$ cat config.mk
export PLATFORM = sky130hd
export DESIGN_NAME = bet_keypad_entry
export DESIGN_NICKNAME = d
export VERILOG_FILES = /design/src/rtl/slot_pkg.sv /design/src/rtl/keypad_scanner.sv /design/src/rtl/bet_keypad_entry.sv
export SDC_FILE = /design/constraint.sdc
export NUM_CORES = 1
export LEC_CHECK = 0
export BUFFER_PORTS_ARGS = -buffer_cell sky130_fd_sc_hd__buf_2
export CORE_MARGIN = 5
export CORE_UTILIZATION = 47
export CTS_BUF_LIST = sky130_fd_sc_hd__clkbuf_4 sky130_fd_sc_hd__clkbuf_8
export CTS_CLUSTER_DIAMETER = 200
export DETAILED_ROUTE_END_ITERATION = 16
export GPL_TIMING_DRIVEN = 0
export PLACE_DENSITY = 0.68
export SYNTH_ARGS = -nofsm -noshare
export SYNTH_HDL_FRONTEND = slang
export SYNTH_SLANG_ARGS = --single-unit
$ cat constraint.sdc
create_clock -name clk -period 4.1 [get_ports clk]
set_input_delay 0.41 -clock clk [delete_from_list [all_inputs] [get_ports clk]]
set_output_delay 0.41 -clock clk [all_outputs]
set_load 0.02 [all_outputs]
$ cat src/rtl/slot_pkg.sv
// Shared definitions for the slot-machine front end: keypad codes, the
// keypad layout lookup, bet limits and the bet-entry FSM state type.
package slot_pkg;

  localparam logic [3:0] KEY_0     = 4'h0;
  localparam logic [3:0] KEY_1     = 4'h1;
  localparam logic [3:0] KEY_2     = 4'h2;
  localparam logic [3:0] KEY_3     = 4'h3;
  localparam logic [3:0] KEY_4     = 4'h4;
  localparam logic [3:0] KEY_5     = 4'h5;
  localparam logic [3:0] KEY_6     = 4'h6;
  localparam logic [3:0] KEY_7     = 4'h7;
  localparam logic [3:0] KEY_8     = 4'h8;
  localparam logic [3:0] KEY_9     = 4'h9;
  localparam logic [3:0] KEY_ENTER = 4'hA;
  localparam logic [3:0] KEY_BKSP  = 4'hB;
  localparam logic [3:0] KEY_CLR   = 4'hC;
  localparam logic [3:0] KEY_D     = 4'hD;
  localparam logic [3:0] KEY_E     = 4'hE;
  localparam logic [3:0] KEY_NONE  = 4'hF;

  localparam int DEFAULT_BET = 100;
  localparam int MAX_BET     = 9999;

  typedef enum logic [1:0] {
    ST_IDLE   = 2'd0,
    ST_ENTRY  = 2'd1,
    ST_COMMIT = 2'd2
  } entry_state_e;

  // Physical 4x4 layout: r0:1 2 3 A / r1:4 5 6 B / r2:7 8 9 C / r3:0 F E D.
  // The F key shares its code with KEY_NONE and is never acted on.
  function automatic logic [3:0] key_at(input logic [1:0] r, input logic [1:0] c);
    logic [3:0] code;
    case ({r, c})
      4'h0: code = KEY_1;     4'h1: code = KEY_2;
      4'h2: code = KEY_3;     4'h3: code = KEY_ENTER;
      4'h4: code = KEY_4;     4'h5: code = KEY_5;
      4'h6: code = KEY_6;     4'h7: code = KEY_BKSP;
      4'h8: code = KEY_7;     4'h9: code = KEY_8;
      4'hA: code = KEY_9;     4'hB: code = KEY_CLR;
      4'hC: code = KEY_0;     4'hD: code = KEY_NONE;
      4'hE: code = KEY_E;     default: code = KEY_D;
    endcase
    return code;
  endfunction

endpackage

$ cat src/rtl/keypad_scanner.sv
// Column scanner and frame debouncer for a 4x4 active-low keypad; emits one
// key_strobe per accepted press, with no auto-repeat.
module keypad_scanner
  import slot_pkg::*;
#(
  parameter int SCAN_DIV        = 100_000,
  parameter int DEBOUNCE_FRAMES = 4
) (
  input  logic       clk,
  input  logic       rst,
  input  logic [3:0] row,
  output logic [3:0] col,
  output logic [3:0] key_code,
  output logic       key_strobe
);

  localparam int CW = (SCAN_DIV > 1) ? $clog2(SCAN_DIV) : 1;
  localparam int DW = $clog2(DEBOUNCE_FRAMES + 1);
  localparam logic [CW-1:0] SLOT_LAST = CW'(SCAN_DIV - 1);
  localparam logic [DW-1:0] DB_LAST   = DW'(DEBOUNCE_FRAMES);

  logic [CW-1:0] slot_cnt;
  logic [1:0]    col_idx;
  logic [1:0]    hit_cnt;   // 0 = no key this frame, 1 = exactly one, 2 = ambiguous
  logic [3:0]    hit_code;
  logic          armed;
  logic [3:0]    cand_code;
  logic [DW-1:0] db_cnt;

  logic [3:0]    act;
  logic [2:0]    n_act;
  logic [1:0]    hit_row;
  logic          slot_end, frame_end, frame_hit;
  logic [1:0]    hit_nxt;
  logic [3:0]    code_nxt;
  logic          armed_nxt, strobe_nxt;
  logic [3:0]    cand_nxt;
  logic [DW-1:0] db_nxt;

  always_comb begin
    act       = ~row;
    n_act     = 3'(act[0]) + 3'(act[1]) + 3'(act[2]) + 3'(act[3]);
    hit_row   = 2'd0;
    for (int r = 0; r < 4; r++) begin
      if (act[r]) hit_row = 2'(r);
    end
    slot_end  = (slot_cnt == SLOT_LAST);
    frame_end = slot_end && (col_idx == 2'd3);
    hit_nxt   = hit_cnt;
    code_nxt  = hit_code;
    if (slot_end && n_act != 3'd0) begin
      if (n_act == 3'd1 && hit_cnt == 2'd0) begin
        hit_nxt  = 2'd1;
        code_nxt = key_at(hit_row, col_idx);
      end else begin
        hit_nxt  = 2'd2;
      end
    end
    frame_hit = (hit_nxt == 2'd1);
  end

  // Armed: count identical key frames toward a press. Disarmed: count empty
  // frames toward re-arming, so a held key never repeats.
  always_comb begin
    armed_nxt  = armed;
    cand_nxt   = cand_code;
    db_nxt     = db_cnt;
    strobe_nxt = 1'b0;
    if (frame_end) begin
      if (armed) begin
        if (frame_hit) begin
          if (db_cnt != '0 && code_nxt == cand_code) begin
            db_nxt = db_cnt + DW'(1);
          end else begin
            cand_nxt = code_nxt;
            db_nxt   = DW'(1);
          end
          if (db_nxt == DB_LAST) begin
            strobe_nxt = 1'b1;
            armed_nxt  = 1'b0;
            db_nxt     = '0;
          end
        end else begin
          db_nxt = '0;
        end
      end else if (!frame_hit) begin
        db_nxt = db_cnt + DW'(1);
        if (db_nxt == DB_LAST) begin
          armed_nxt = 1'b1;
          db_nxt    = '0;
        end
      end else begin
        db_nxt = '0;
      end
    end
  end

  always_ff @(posedge clk) begin
    if (!rst) begin
      slot_cnt   <= '0;
      col_idx    <= 2'd0;
      col        <= 4'b1110;
      hit_cnt    <= 2'd0;
      hit_code   <= KEY_NONE;
      armed      <= 1'b1;
      cand_code  <= KEY_NONE;
      db_cnt     <= '0;
      key_code   <= KEY_NONE;
      key_strobe <= 1'b0;
    end else begin
      armed      <= armed_nxt;
      cand_code  <= cand_nxt;
      db_cnt     <= db_nxt;
      key_strobe <= strobe_nxt;
      if (strobe_nxt) key_code <= cand_nxt;
      if (slot_end) begin
        slot_cnt <= '0;
        col_idx  <= col_idx + 2'd1;
        col      <= {col[2:0], col[3]};
        if (frame_end) begin
          hit_cnt  <= 2'd0;
          hit_code <= KEY_NONE;
        end else begin
          hit_cnt  <= hit_nxt;
          hit_code <= code_nxt;
        end
      end else begin
        slot_cnt <= slot_cnt + CW'(1);
      end
    end
  end

endmodule

$ cat src/rtl/bet_keypad_entry.sv
// Keypad bet entry: builds a decimal entry of up to 4 digits, validates it
// against the balance on ENTER and holds the committed bet for the core.
module bet_keypad_entry
  import slot_pkg::*;
#(
  parameter int SCAN_DIV        = 100_000,
  parameter int DEBOUNCE_FRAMES = 4,
  parameter int DEFAULT_BET     = slot_pkg::DEFAULT_BET
) (
  input  logic        clk,
  input  logic        rst,
  input  logic        enable,
  input  logic [15:0] balance,
  input  logic [3:0]  row,
  output logic [3:0]  col,
  output logic [15:0] bet,
  output logic        bet_valid,
  output logic [15:0] entry,
  output logic [2:0]  entry_digits,
  output logic        err,
  output logic [1:0]  fsm_state
);

  // bet_valid is a one-cycle pulse with no back-pressure: the consumer must
  // take bet in the cycle bet_valid is high; bet stays stable afterwards.

  logic [3:0]   key_code;
  logic         key_strobe;
  entry_state_e state, state_nxt;
  logic [15:0]  entry_nxt, bet_nxt;
  logic [2:0]   digits_nxt;
  logic         bet_valid_nxt, err_nxt;

  keypad_scanner #(
    .SCAN_DIV       (SCAN_DIV),
    .DEBOUNCE_FRAMES(DEBOUNCE_FRAMES)
  ) u_scan (
    .clk       (clk),
    .rst       (rst),
    .row       (row),
    .col       (col),
    .key_code  (key_code),
    .key_strobe(key_strobe)
  );

  assign fsm_state = state;

  always_comb begin
    state_nxt     = state;
    entry_nxt     = entry;
    digits_nxt    = entry_digits;
    bet_nxt       = bet;
    bet_valid_nxt = 1'b0;
    err_nxt       = 1'b0;
    if (!enable) begin
      state_nxt  = ST_IDLE;
      entry_nxt  = '0;
      digits_nxt = '0;
    end else begin
      case (state)
        ST_IDLE: begin
          state_nxt  = ST_ENTRY;
          entry_nxt  = '0;
          digits_nxt = '0;
        end
        ST_ENTRY: begin
          if (key_strobe) begin
            if (key_code <= KEY_9) begin
              if (entry_digits < 3'd4) begin
                entry_nxt = 16'(({1'b0, entry} * 17'd10) + 17'(key_code));
                // Leading zeros do not count as typed digits.
                if (!(entry == 16'd0 && key_code == KEY_0)) digits_nxt = entry_digits + 3'd1;
              end else begin
                err_nxt = 1'b1;
              end
            end else if (key_code == KEY_BKSP) begin
              entry_nxt = entry / 16'd10;
              if (entry_digits != 3'd0) digits_nxt = entry_digits - 3'd1;
            end else if (key_code == KEY_CLR) begin
              entry_nxt  = '0;
              digits_nxt = '0;
            end else if (key_code == KEY_ENTER) begin
              state_nxt = ST_COMMIT;
            end
          end
        end
        ST_COMMIT: begin
          state_nxt = ST_ENTRY;
          if (entry != 16'd0 && entry <= balance) begin
            bet_nxt       = entry;
            bet_valid_nxt = 1'b1;
            entry_nxt     = '0;
            digits_nxt    = '0;
          end else begin
            err_nxt = 1'b1;
          end
        end
        default: state_nxt = ST_IDLE;
      endcase
    end
    // A shrinking balance pulls the bet down silently; zero balance leaves it.
    if (state != ST_COMMIT && bet > balance && balance != 16'd0) bet_nxt = balance;
  end

  always_ff @(posedge clk) begin
    if (!rst) begin
      state        <= ST_IDLE;
      entry        <= '0;
      entry_digits <= '0;
      bet          <= 16'(DEFAULT_BET);
      bet_valid    <= 1'b0;
      err          <= 1'b0;
    end else begin
      state        <= state_nxt;
      entry        <= entry_nxt;
      entry_digits <= digits_nxt;
      bet          <= bet_nxt;
      bet_valid    <= bet_valid_nxt;
      err          <= err_nxt;
    end
  end

endmodule
==> results summary <==
The portion of the clock cycle consumed by the worst path in the final layout came out at 104%. The detail-routed via count per cell came out at around 6. The switching portion of total power is between 20% and 30%. The number of distinct library cells after synthesis is 94. Sorting the synthesized cells by area gives the leading types as sky130_fd_sc_hd__dfxtp_1, sky130_fd_sc_hd__ha_1, sky130_fd_sc_hd__nor2_1, sky130_fd_sc_hd__a21oi_1, sky130_fd_sc_hd__nand2_1.

Setup total negative slack on the finished layout was measured at -336 ps. The actual transition at the worst max-transition pin came out at 715 ps. The later pin in the worst-skew pair is clocked with a latency of around 380 ps. The critical path is of the reg -> reg type.

The maximum buffer depth of the clock tree is 2. The worst hold path belongs to the class in -> reg. The sequential share of power is ~48%. The layout cell share with drive strength beyond 1 is 23.8%. The post-place instance area is approximately 8300 um2.

The run finished, with violations left. The number of nets handed over by synthesis was approximately 1.1k. The top cell types in the final layout, fill and taps aside, are sky130_fd_sc_hd__nor2_1, sky130_fd_sc_hd__nand2_1, sky130_fd_sc_hd__a21oi_1, sky130_fd_sc_hd__ha_1, sky130_fd_sc_hd__dfxtp_1. The floorplan row count is 46. In this run the tightest slew margin relative to its limit is 52.2%. The floorplan die height is 138 um. The number of nets with antenna violations after routing is 0.

The power share of the clock group came out at between 30% and 40%. Power spread over the standard cell area amounts to around 180 nW/um2. The post-route non-filler standard cell count came out at 1371.

The number of standard cells after synthesis is about 1.0k. The largest fanout of any net on the critical path came out at 4. The average size of a mapped cell is 7.57 um2.

The area share of the leading cell type in the synthesized netlist came out at 21.0%. The number of pins with negative max-slew slack in the final report is 0. Derived from the worst setup path, the maximum achievable clock frequency is 234 MHz. TritonCTS built the clock tree. The global-route wire length before repair came out at ~39000 um. The final route contains around 8.3k vias. The clock-pin slew of the registers on the worst-case setup and hold paths came out at 80 ps.

Max-cap violations in this run came to 0. The most common library cell in the layout ignoring fill and taps is sky130_fd_sc_hd__nor2_1. The part of the total power dissipated in combinational logic came out at roughly 17%. The count of filler cells inserted in the layout came out at around 1.5k.

Summed over all nets, the switching power comes to a little over 500 uW. The placeable core region came out at around 16000 um2. The count of placed standard cells including taps came out at between 1k and 1.5k.

The number of antenna diodes in the final layout is 0. In the post-route analysis, the smallest setup slack over all paths is -178 ps. Dividing the detail-routed wire length by the instance count gives around 18 um.

The H-tree level count is 3. Global routing used around a quarter of the available tracks. The worst setup path is captured at a register. For this run, the detailed router's first-pass iteration total came to 5. The placed wire-length estimate is 17300 um. The final weighted congestion in routability-driven placement came out at between 0.9 and 1.

Data on the critical path arrives at its endpoint at between 4000 and 5000 ps. The hold-fix buffer count after cts came out at 0. The area enclosed by the die boundary is 19100 um2. The post-place setup slack is -856 ps.

The worst setup path is launched from a register. Entering global routing, the biggest net connects 15 pins. The global route total overflow came out at 0. Summing every instance area after synthesis gives about 7700 um2. Synthesis inferred between 80 and 90 register bits. The root buffer cell is sky130_fd_sc_hd__clkbuf_8.

The final reports fail on setup timing. The area growth from synthesis to layout is 25.9%. The via count of the first global-routing pass came out at about 7.9k.

The utilization after layout is 60.8%. The number of warnings issued by yosys came out at 0. Setup violations remaining at the end of the flow were counted as 2. The number of buffers inserted during clock tree synthesis is 9. Buffers placed on the I/O ports in this run total 65. Final hold analysis gives a worst-case slack of approximately 320 ps.

Sequential elements use approximately a fifth of the synthesized area. For this run, the leading register cell type out of synthesis is sky130_fd_sc_hd__dfxtp_1. The summed area of non-filler cells in the final layout is 9740 um2. For this block, the initial DRC count from the detailed router was 620.

Across the routed clock network, the largest skew measured is 14.3 ps. In the routed design, unresolved DRC markers number 0. The initial utilization of the core area, before any placement, comes to 48.3%. The biggest area contributor in the post-synthesis netlist is sky130_fd_sc_hd__dfxtp_1.

In this run the horizontal extent of the chip is roughly 140 um. Counting flops with an async set or reset pin after synthesis yields a share of 0%. The initial antenna violation count came out at 0. The maximum VDD drop is 214 uV. Internal power comes to between 1 and 1.5 mW. For the finished layout, the period the worst path requires is 4280 ps. The top-level I/O count is 66. Counting every sink on the clock net gives 81. The number of nets in the finished design is around 1.3k. The analysis attributes to cell leakage a power of 4.04 nW. The number of enable-type register cells in the synthesized netlist is 0. The design draws between 1.5 and 2 mW. The total wire length is between 20000 and 25000 um.

The data required time of the worst path is 4360 ps. The number of failing hold endpoints at the final stage came to 0. Setup repair after global routing could not meet its margin everywhere.
## Yosys cell counts (7+ instances only)
| cell type | number |
|---|---|
| sky130_fd_sc_hd__nand2_1 | 83 |
| sky130_fd_sc_hd__o211ai_1 | 14 |
| sky130_fd_sc_hd__dfxtp_1 | 81 |
| sky130_fd_sc_hd__nor4_1 | 15 |
| sky130_fd_sc_hd__and3_1 | 9 |
| sky130_fd_sc_hd__nor2b_1 | 8 |
| sky130_fd_sc_hd__ha_1 | 75 |
| sky130_fd_sc_hd__a21o_1 | 14 |
| sky130_fd_sc_hd__xor2_1 | 23 |
| sky130_fd_sc_hd__o21a_1 | 12 |
| sky130_fd_sc_hd__xnor2_1 | 32 |
| sky130_fd_sc_hd__a2111oi_0 | 9 |
| sky130_fd_sc_hd__clkbuf_1 | 44 |
| sky130_fd_sc_hd__nor3b_1 | 8 |
| sky130_fd_sc_hd__buf_2 | 10 |
| sky130_fd_sc_hd__and2_1 | 9 |
| sky130_fd_sc_hd__a31oi_1 | 12 |
| sky130_fd_sc_hd__mux2i_1 | 16 |
| sky130_fd_sc_hd__nor3_1 | 25 |
| sky130_fd_sc_hd__a21oi_1 | 84 |
| sky130_fd_sc_hd__a211oi_1 | 21 |
| sky130_fd_sc_hd__inv_1 | 54 |
| sky130_fd_sc_hd__o22ai_1 | 7 |
| sky130_fd_sc_hd__nor2_1 | 120 |
| sky130_fd_sc_hd__nand2b_1 | 10 |
| sky130_fd_sc_hd__nand4_1 | 16 |
| sky130_fd_sc_hd__nand3_1 | 29 |
| sky130_fd_sc_hd__nand3b_1 | 8 |
| sky130_fd_sc_hd__o21ai_0 | 43 |
## layout make-up
cell class | instances | area, um2 | share of cell area [%]
flip-flops and latches | 81 | 1650 | 16.9
multi-input cells | 822 | 6240 | 64.1
well taps | 216 | 270 | 2.78
inverters | 56 | 214 | 2.20
clock inverters | 5 | 63.8 | 0.655
plain buffers | 58 | 349 | 3.59
repair buffers | 123 | 811 | 8.33
clock buffers | 10 | 138 | 1.41
## power by group through the flow
stage | clock network (mW) | logic [mW] | registers, mW
2_1_floorplan | 0 | 0.160 | 0.879
3_5_place_dp | 0 | 0.281 | 0.854
5_1_grt | 0.655 | 0.319 | 0.836
4_1_cts | 0.620 | 0.283 | 0.832
6_report | 0.605 | 0.284 | 0.832
3_3_place_gp | 0 | 0.277 | 0.854
## critical path: stages, from the launching register on
cell and delay, ps:
sky130_fd_sc_hd__dfxtp_4 380, sky130_fd_sc_hd__or3b_4 430, sky130_fd_sc_hd__a31oi_4 220, sky130_fd_sc_hd__a221o_2 190
sky130_fd_sc_hd__buf_6 110, sky130_fd_sc_hd__buf_4 110, sky130_fd_sc_hd__buf_6 110, sky130_fd_sc_hd__nor4_4 40
sky130_fd_sc_hd__or4_4 610, sky130_fd_sc_hd__buf_6 160, sky130_fd_sc_hd__nand3_2 60, sky130_fd_sc_hd__nor4_2 40
sky130_fd_sc_hd__a211o_1 350, sky130_fd_sc_hd__o22ai_4 280, sky130_fd_sc_hd__xnor2_2 130, sky130_fd_sc_hd__maj3_1 360
sky130_fd_sc_hd__nand2_1 70, sky130_fd_sc_hd__a31oi_1 90, sky130_fd_sc_hd__o41a_1 420
## registers in the layout (all words and copies together), names as in the netlist
name,count
bet,16
bet_valid,1
entry,16
entry_digits,3
err,1
fsm_state,2
u_scan.armed,1
u_scan.cand_code,4
u_scan.col,4
u_scan.col_idx,2
u_scan.db_cnt,3
u_scan.hit_cnt,2
u_scan.hit_code,4
u_scan.key_code,4
u_scan.key_strobe,1
u_scan.slot_cnt,17
## per-layer routing
metal | GRT usage [%] | vias up | share of wire, %
met5 | 0 | - | 0
met4 | 11.1 | 0 | 4.0
met1 | 30.5 | 3872 | 43
li1 | - | 4002 | -
met2 | 39.3 | 318 | 47
met3 | 3.45 | 81 | 5.6
## final timing paths
check                           slack, ps  cells after the start                 end               start
worst max-delay path                 -180                     18            entry[1]           entry[15]
worst min-delay path                  320                      3                 err              enable
worst max register to register       -180                     18            entry[1]           entry[15]
worst min register to register        470                      1  u_scan.slot_cnt[0]  u_scan.slot_cnt[0]
## logic make-up (layout without fill, tap and decap cells)
kind of cell	after synthesis	count (layout)	synth area share, %
flops	81	81	21.0
compound gates	291	291	25.8
simple gates	375	375	24.3
buf+inv	118	252	6.52
fa+ha+maj	79	79	13.0
xor+xnor	56	56	6.58
mux	21	21	2.80
## repair_timing
action	CTS	global route
endpoints found under the setup margin	5	26
pin swaps	32	36
setup buffers	41	18
gates resized for setup	104	72
(Power assumes the default switching activity.)
